## config.mk

```make
export PLATFORM = sky130hd
export DESIGN_NAME = jk_count_ctrl
export DESIGN_NICKNAME = d
export VERILOG_FILES = /design/src/rtl/jk_count_ctrl.sv
export SDC_FILE = /design/constraint.sdc
export NUM_CORES = 1
export LEC_CHECK = 0
export CAP_MARGIN = 20
export CORE_ASPECT_RATIO = 1.5
export CORE_UTILIZATION = 45
export DETAILED_ROUTE_END_ITERATION = 10
export GPL_ROUTABILITY_DRIVEN = 0
export PLACE_DENSITY = 0.88
export SLEW_MARGIN = 20
export SYNTH_ARGS = -nofsm -noshare
export SYNTH_HDL_FRONTEND = slang
export SYNTH_SLANG_ARGS = --single-unit
```

## constraint.sdc

```tcl
create_clock -name clk -period 2.2 [get_ports clk]
set_input_delay 0.22 -clock clk [delete_from_list [all_inputs] [get_ports clk]]
set_output_delay 0.22 -clock clk [all_outputs]
set_load 0.02 [all_outputs]
```

## src/rtl/jk_count_ctrl.sv

```systemverilog
// Sequences LOAD/UP/DOWN/CLEAR into a JK flip-flop bank; N-step command takes N+1 cycles to done, cmd_len=0 takes 1.
// Single-command valid/ready: cmd_ready only in IDLE, a held request waits until the controller returns there.
module jk_count_ctrl #(
  parameter int WIDTH = 4,
  parameter int CNT_W = 8
) (
  input  logic             clk,
  input  logic             rst_n,
  input  logic             cmd_valid,
  output logic             cmd_ready,
  input  logic [1:0]       cmd_op,
  input  logic [WIDTH-1:0] cmd_data,
  input  logic [CNT_W-1:0] cmd_len,
  input  logic [WIDTH-1:0] q_fb,
  output logic [WIDTH-1:0] j,
  output logic [WIDTH-1:0] k,
  output logic             busy,
  output logic             done,
  output logic             wrap
);

  localparam logic [1:0] OP_LOAD  = 2'b00;
  localparam logic [1:0] OP_UP    = 2'b01;
  localparam logic [1:0] OP_DOWN  = 2'b10;
  localparam logic [1:0] OP_CLEAR = 2'b11;

  typedef enum logic [1:0] {IDLE, RUN, DONE} state_t;

  state_t           state, state_nxt;
  logic [1:0]       op_q;
  logic [WIDTH-1:0] data_q;
  logic [CNT_W-1:0] rem;
  logic [CNT_W-1:0] start_rem;
  logic [WIDTH-1:0] tgt;
  logic             accept;
  logic             step_en;
  logic             wrap_hit;

  // LOAD and CLEAR are single-step commands; only UP/DOWN honour cmd_len.
  assign start_rem = (cmd_op == OP_UP || cmd_op == OP_DOWN) ? cmd_len : CNT_W'(1);

  always_comb begin
    state_nxt = state;
    cmd_ready = 1'b0;
    busy      = 1'b0;
    done      = 1'b0;
    accept    = 1'b0;
    step_en   = 1'b0;
    case (state)
      IDLE: begin
        cmd_ready = 1'b1;
        if (cmd_valid) begin
          accept    = 1'b1;
          state_nxt = (start_rem == '0) ? DONE : RUN;
        end
      end
      RUN: begin
        busy    = 1'b1;
        step_en = 1'b1;
        if (rem == CNT_W'(1)) state_nxt = DONE;
      end
      DONE: begin
        busy      = 1'b1;
        done      = 1'b1;
        state_nxt = IDLE;
      end
      default: state_nxt = IDLE;
    endcase
  end

  always_comb begin
    tgt = q_fb;
    case (op_q)
      OP_LOAD:  tgt = data_q;
      OP_UP:    tgt = q_fb + WIDTH'(1);
      OP_DOWN:  tgt = q_fb - WIDTH'(1);
      OP_CLEAR: tgt = '0;
      default:  tgt = q_fb;
    endcase
  end

  // Set/reset excitation only; the toggle code is never produced.
  assign j = step_en ? (tgt & ~q_fb) : '0;
  assign k = step_en ? (~tgt & q_fb) : '0;

  assign wrap_hit = step_en && ((op_q == OP_UP && (&q_fb)) ||
                                (op_q == OP_DOWN && (q_fb == '0)));

  always_ff @(posedge clk or negedge rst_n) begin
    if (!rst_n) begin
      state  <= IDLE;
      op_q   <= OP_LOAD;
      data_q <= '0;
      rem    <= '0;
      wrap   <= 1'b0;
    end else begin
      state <= state_nxt;
      if (accept) begin
        op_q   <= cmd_op;
        data_q <= cmd_data;
        rem    <= start_rem;
        wrap   <= 1'b0;
      end else if (step_en) begin
        rem <= rem - CNT_W'(1);
        if (wrap_hit) wrap <= 1'b1;
      end
    end
  end

endmodule

```

==> results of run 1 <==
## repair_timing
item / in CTS / in global routing
hold endpoints to repair: 0 / 0
resized for setup: 51 / 7
setup endpoints to repair: 8 / 9
pin swaps: 9 / 5
## worst max-delay path, cell delays in order, from the launching register on
cell	delay, ns
dfrtp_1	0.43
ha_4	0.19
buf_6	0.12
xor2_1	0.13
ha_2	0.17
a21oi_2	0.12
xnor2_1	0.09
a22oi_1	0.20
and3_1	0.21
buf_6	0.12
## registers in the layout, summed over array words and instances, names as in the netlist
name	flops
data_q	4
wrap	1
rem	8
op_q	2
state	2
## cell type report
class                      instances  area, um^2
clock buffer                       4        26.3
tap                               24        30.0
sequential                        17         425
timing repair buffer              46         413
fill                             196         758
inverter                           9        33.8
multi-input combinational         99         791
## power by group through the flow
stage,clock [mW],sequential [mW],combinational (mW)
2_1_floorplan,0,0.557,0.818
3_3_place_gp,0,0.573,1.22
3_5_place_dp,0,0.580,1.29
4_1_cts,0.177,0.585,1.37
5_1_grt,0.189,0.610,1.55
6_report,0.173,0.590,1.41
## logic make-up after synthesis
logic type | after synthesis | synth area share, %
buffers and inverters | 14 | 4.53
DFF | 17 | 35.8
muxes | 4 | 3.79
xor gates and xnor gates | 10 | 7.38
adders and majority gates | 11 | 11.6
AOI/OAI and AO/OA | 27 | 16.2
and+or+nand+nor | 47 | 20.7
## how the worst min path moves through the flow
stage | from | slack (ns) | depth (start not counted) | end
2_1_floorplan | rst_n | -0.08 | 0 | data_q[0]
3_3_place_gp | data_q[2] | 0.49 | 1 | data_q[2]
3_5_place_dp | data_q[1] | 0.50 | 1 | data_q[1]
4_1_cts | rst_n | 0.39 | 1 | rem[4]
5_1_grt | rst_n | 0.42 | 1 | rem[3]
6_report | rst_n | 0.36 | 1 | rem[4]
## layout by cell type, fill, tap and decap left out, types with 4 or more instances in the layout
cell type | Yosys | routed
nand2_1 | 18 | 17
xnor2_1 | 5 | 5
inv_1 | 9 | 8
clkdlybuf4s50_1 | 0 | 24
mux2_2 | 4 | 4
nor2_1 | 8 | 7
ha_1 | 11 | 7
buf_4 | 0 | 16
xor2_1 | 5 | 5
dfrtp_1 | 17 | 17
o21ai_0 | 13 | 11
## stage by stage
stage	instance area, um^2	total power, mW	instances	hold slack [ns]	util, %
global route	1720	2.35	199	0.422	69.4
global placement	1630	1.80	195	0.495	66.0
detailed placement	1630	1.87	195	0.496	66.0
floorplan	1200	1.37	130	-0.0756	-
CTS	1710	2.13	199	0.388	68.8
finish	1720	2.17	199	0.360	69.4
## layer usage
layer  routed length (um)  vias up
met3                  168       12
met1                 1090      531
met4                  103        0
met5                    0        -
li1                     -      547
met2                 1720       42
==> results.cfg, run 1 <==
[logic_synthesis]
synth_nets = 162
seq_area_frac_synth_pct = 35.8
ys_ff_latch = 17
yosysWarnings = 0
syn_avg_cell_area_um2 = 9.13
synth_most_common_cell = nand2_1
synthArstFlopShare_pct = 100
synth_flop_cell = dfrtp_1
synth_edf_count = 0
ys_top_cells_by_area = dfrtp_1 (36%), ha_1 (12%), nand2_1 (5.7%)
synth.largest_area_cell = dfrtp_1
synthDistinctLibCells = 33
syn_inst = 130
synth_common_cells = nand2_1 (18), dfrtp_1 (17), o21ai_0 (13), ha_1 (11), inv_1 (9)
syn_area_um2 = 1190
synth_top_area_share_pct = 35.8

[power]
p_int_mw = 1.22
p_comb_share_pct = 64.9
p_per_area_nw_per_um2 = 1260
ir_drop_v = 0.000703
switchingPower_uw = 951
power.share.clock_pct = 8.0
pwr-share-seq_pct = 27.2
switching_share_pct = 43.8
p_leak_nw = 0.745

[run_status]
violations = DRC, setup timing
status = finished with violations

[timing]
finalSetupViolations = 6
fin_crit_sh_pct = 105
clock_skew_ns = 0.000854
drv_slew = 0
hold_viol_final = 0
worst_pin_slew_ns = 0.770
worst_slack_ns = -0.112
period_needed_ns = 2.31
fmax_ghz = 0.433
rsz0062_at_grt = yes
setup_tns_ns = -0.434
maxSlewHeadroom_pct = 48.5

[drt]
vias_per_cell = 5.69
dr.pass1.iters = 7
detail_route.wl_per_cell_um = 15.5
drtIter0Drc = 19
route.detailed.drc = 4
via_count = 1132
drtAntennaViolNets = 0
wl_um = 3080

[global_route]
grt_overflow = 0
grt_max_degree = 18
first_global_vias = 1262
antenna_found_initial = 0
grt_pass1_wl_um = 5310
gr-usage-all-layers_pct = 24.6
grt_use_met1_pct = 24.4
grt-busiest-layer = met2
use_met2_pct = 46.3
use_met3_pct = 3.06

[worst_setup_path]
reg2reg_slack_ns = 0.21
worstPathRequired_ns = 1.98
crit_start = op_q[1]
crit_type = reg -> out
startpoint_type = flip-flop
cp_max_fo = 3
arrival_ns = 2.09
cp-end-kind = output pin
timing.rr.end = rem[5]
timing.rr.start = state[1]
cp-endpoint = k[2]
worst_r2r_path_depth = 8

[clock_tree]
cts_tree = built
htree_levels = 1
clk_path_buf_depth = 2
cts_buffers = 3
clk_latency_ns = 0.30
post-cts-setup-buffer-count = 0
cts.sinks = 17
ctsHoldBuffers = 0
cts-root-buf = clkbuf_4
clk_pin_slew_ns = 0.09

[final_layout]
fin_nets = 208
drive_gt1_share_pct = 27.4
areaGrowthSynthToFinish_pct = 44.8
antenna_cells = 0

[floorplan]
die_y_um = 64.9
core_um2 = 2480
initial_utilization_pct = 47.9
die_w_um = 43.9
dieArea_um2 = 2850
io_pins = 33
rows = 22

[placement]
dpl.hpwl_um = 2410
post-place-ws_ns = -0.383
io_buffers = 32

[min_path]
min_path_type = in -> async

[flow_run]
max-cap-violations = 0
No activity file was read; power rests on OpenSTA's default activity.
==> run 2, diff against run 1 <==
--- a/config.mk
+++ b/config.mk
@@ -7,10 +7,12 @@
 export LEC_CHECK = 0
 export CAP_MARGIN = 20
 export CORE_ASPECT_RATIO = 1.5
-export CORE_UTILIZATION = 45
+export CORE_MARGIN = 2
+export CORE_UTILIZATION = 30
+export CTS_CLUSTER_SIZE = 10
 export DETAILED_ROUTE_END_ITERATION = 10
 export GPL_ROUTABILITY_DRIVEN = 0
-export PLACE_DENSITY = 0.88
+export PLACE_DENSITY = 0.66
 export SLEW_MARGIN = 20
 export SYNTH_ARGS = -nofsm -noshare
 export SYNTH_HDL_FRONTEND = slang
==> results.cfg, run 2 (synthesis gave the netlist of run 1 again) <==
[run_status]
status = finished with violations
violations = setup timing

[drt]
detail_route.wl_per_cell_um = 13.7
drtAntennaViolNets = 0
wl_um = 3070
drtIter0Drc = 9
via_count = 1136
vias_per_cell = 5.07
route.detailed.drc = 0
dr.pass1.iters = 3

[final_layout]
largestRegisters = rem (8), data_q (4)
antenna_cells = 0
multi_input_area_um2 = 791
final_common_cell = clkdlybuf4s50_1
n_fill_cell = 388
ff_latch_area_um2 = 425
fin_nets = 212
drive_gt1_share_pct = 29.1
most-common-layout-cells = clkdlybuf4s50_1 (24), buf_4 (19), nand2_1 (18), dfrtp_1 (17), o21ai_0 (11)
final_core_util_pct = 46.4
largest_register_ffs = 8
areaGrowthSynthToFinish_pct = 51.8
regMostFlops = rem

[timing]
fin_crit_sh_pct = 102
fmax_ghz = 0.447
hold_viol_final = 0
drv_slew = 0
worst_slack_ns = -0.0349
period_needed_ns = 2.23
finalSetupViolations = 3
worst_pin_slew_ns = 0.749
clock_skew_ns = 0.00512
maxSlewHeadroom_pct = 49.9
rsz0062_at_grt = yes

[global_route]
grt_pass1_wl_um = 5330
grt_overflow = 0
grt_max_degree = 18
gr-usage-all-layers_pct = 15.0
antenna_found_initial = 0
first_global_vias = 1269

[worst_setup_path]
slowest_stage = dfrtp_1
crit_chain = ha_4, buf_6, ha_4, nor4bb_4, a211oi_2, a32oi_1, nor3b_2, buf_4
arrival_ns = 2.01
cp-end-kind = output pin
crit_type = reg -> out
cp_common_cell = ha_4
startpoint_type = flip-flop
critPathMaxStageDelay_ns = 0.41
cp_max_fo = 4
worstPathRequired_ns = 1.98

[min_path]
min_path_type = in -> async

[flow_run]
max-cap-violations = 0

[floorplan]
die_w_um = 55.4
die_y_um = 81.1
rows = 28
core_um2 = 3890
io_pins = 33
initial_utilization_pct = 30.5
dieArea_um2 = 4490

[power]
pwr-share-seq_pct = 26.2
ir_drop_v = 0.000639
p_per_area_nw_per_um2 = 1250
switchingPower_uw = 943
power.share.clock_pct = 10.2
p_int_mw = 1.32
p_leak_nw = 0.787
total_power_mw = 2.26
switching_share_pct = 41.7
p_comb_share_pct = 63.6

[placement]
post-place-ws_ns = -0.416
io_buffers = 32
dpl.hpwl_um = 2510

[clock_tree]
cts.sinks = 17
htree_levels = 1
clk_pin_slew_ns = 0.07
cts-root-buf = clkbuf_8
clk_latency_ns = 0.25
cts_tree = built
clk_path_buf_depth = 2
cts_buffers = 3
ctsHoldBuffers = 0
## run 2: final cells by class
cell class	count	share of cell area, %
clock buffer	3	2.29
sequential	17	23.6
inverter	9	1.87
clock inverter	1	0.278
multi-input combinational	99	43.9
timing repair buffer	50	25.0
tap	45	3.12
## run 2: path summary, 6_finish.rpt
| kind | to | startpoint | slack, ns | cells past startpoint |
|---|---|---|---|---|
| setup / recovery | j[3] | op_q[1] | -0.03 | 8 |
| hold / removal | state[0] | rst_n | 0.40 | 1 |
| setup reg to reg | rem[7] | state[1] | 0.30 | 8 |
| hold reg to reg | wrap | wrap | 0.51 | 2 |
| max in group asynchronous | rem[4] | rst_n | 1.32 | 1 |
| min in group clk | wrap | wrap | 0.51 | 2 |
## run 2: repair_timing
action,4_1_cts,5_1_grt
resized for setup,45,12
setup endpoints to repair,7,8
pin swaps,7,11
setup buffers,2,0
## run 2: metrics by stage
step	TNS [ns]	hold slack [ns]	instances	area, um^2
2_1_floorplan	0	-0.0756	130	1200
3_3_place_gp	-1.50	0.501	218	1680
3_5_place_dp	-1.86	0.501	218	1680
4_1_cts	-0.248	0.441	224	1780
5_1_grt	-0.678	0.474	224	1800
6_report	-0.0670	0.404	224	1800
## run 2: metal layers
metal  vias to the layer above  wire [um]  part of all wire (%)  global-route usage, %
met5                         -          0                     0                      0
met4                         0        133                   4.3                   10.7
met3                        11        108                   3.5                   1.75
met2                        29       1700                    55                   29.6
met1                       544       1130                    37                   14.1
li1                        552          -                     -                      -
## run 2: worst max-delay path, delay by kind of cell, from the launching register on
| family | cells | cell delay (ns) |
|---|---|---|
| compound gates | 2 | 0.31 |
| simple gates | 2 | 0.31 |
| flops | 1 | 0.41 |
| buf+inv | 2 | 0.27 |
| fa+ha+maj | 2 | 0.45 |
## run 2: power by group through the flow
| stage | logic [mW] | clock network [mW] | registers [mW] |
|---|---|---|---|
| after floorplan | 0.818 | 0 | 0.557 |
| after global placement | 1.26 | 0 | 0.572 |
| after detailed placement | 1.31 | 0 | 0.587 |
| after CTS | 1.42 | 0.233 | 0.590 |
| after global routing | 1.60 | 0.248 | 0.609 |
| final | 1.44 | 0.231 | 0.591 |
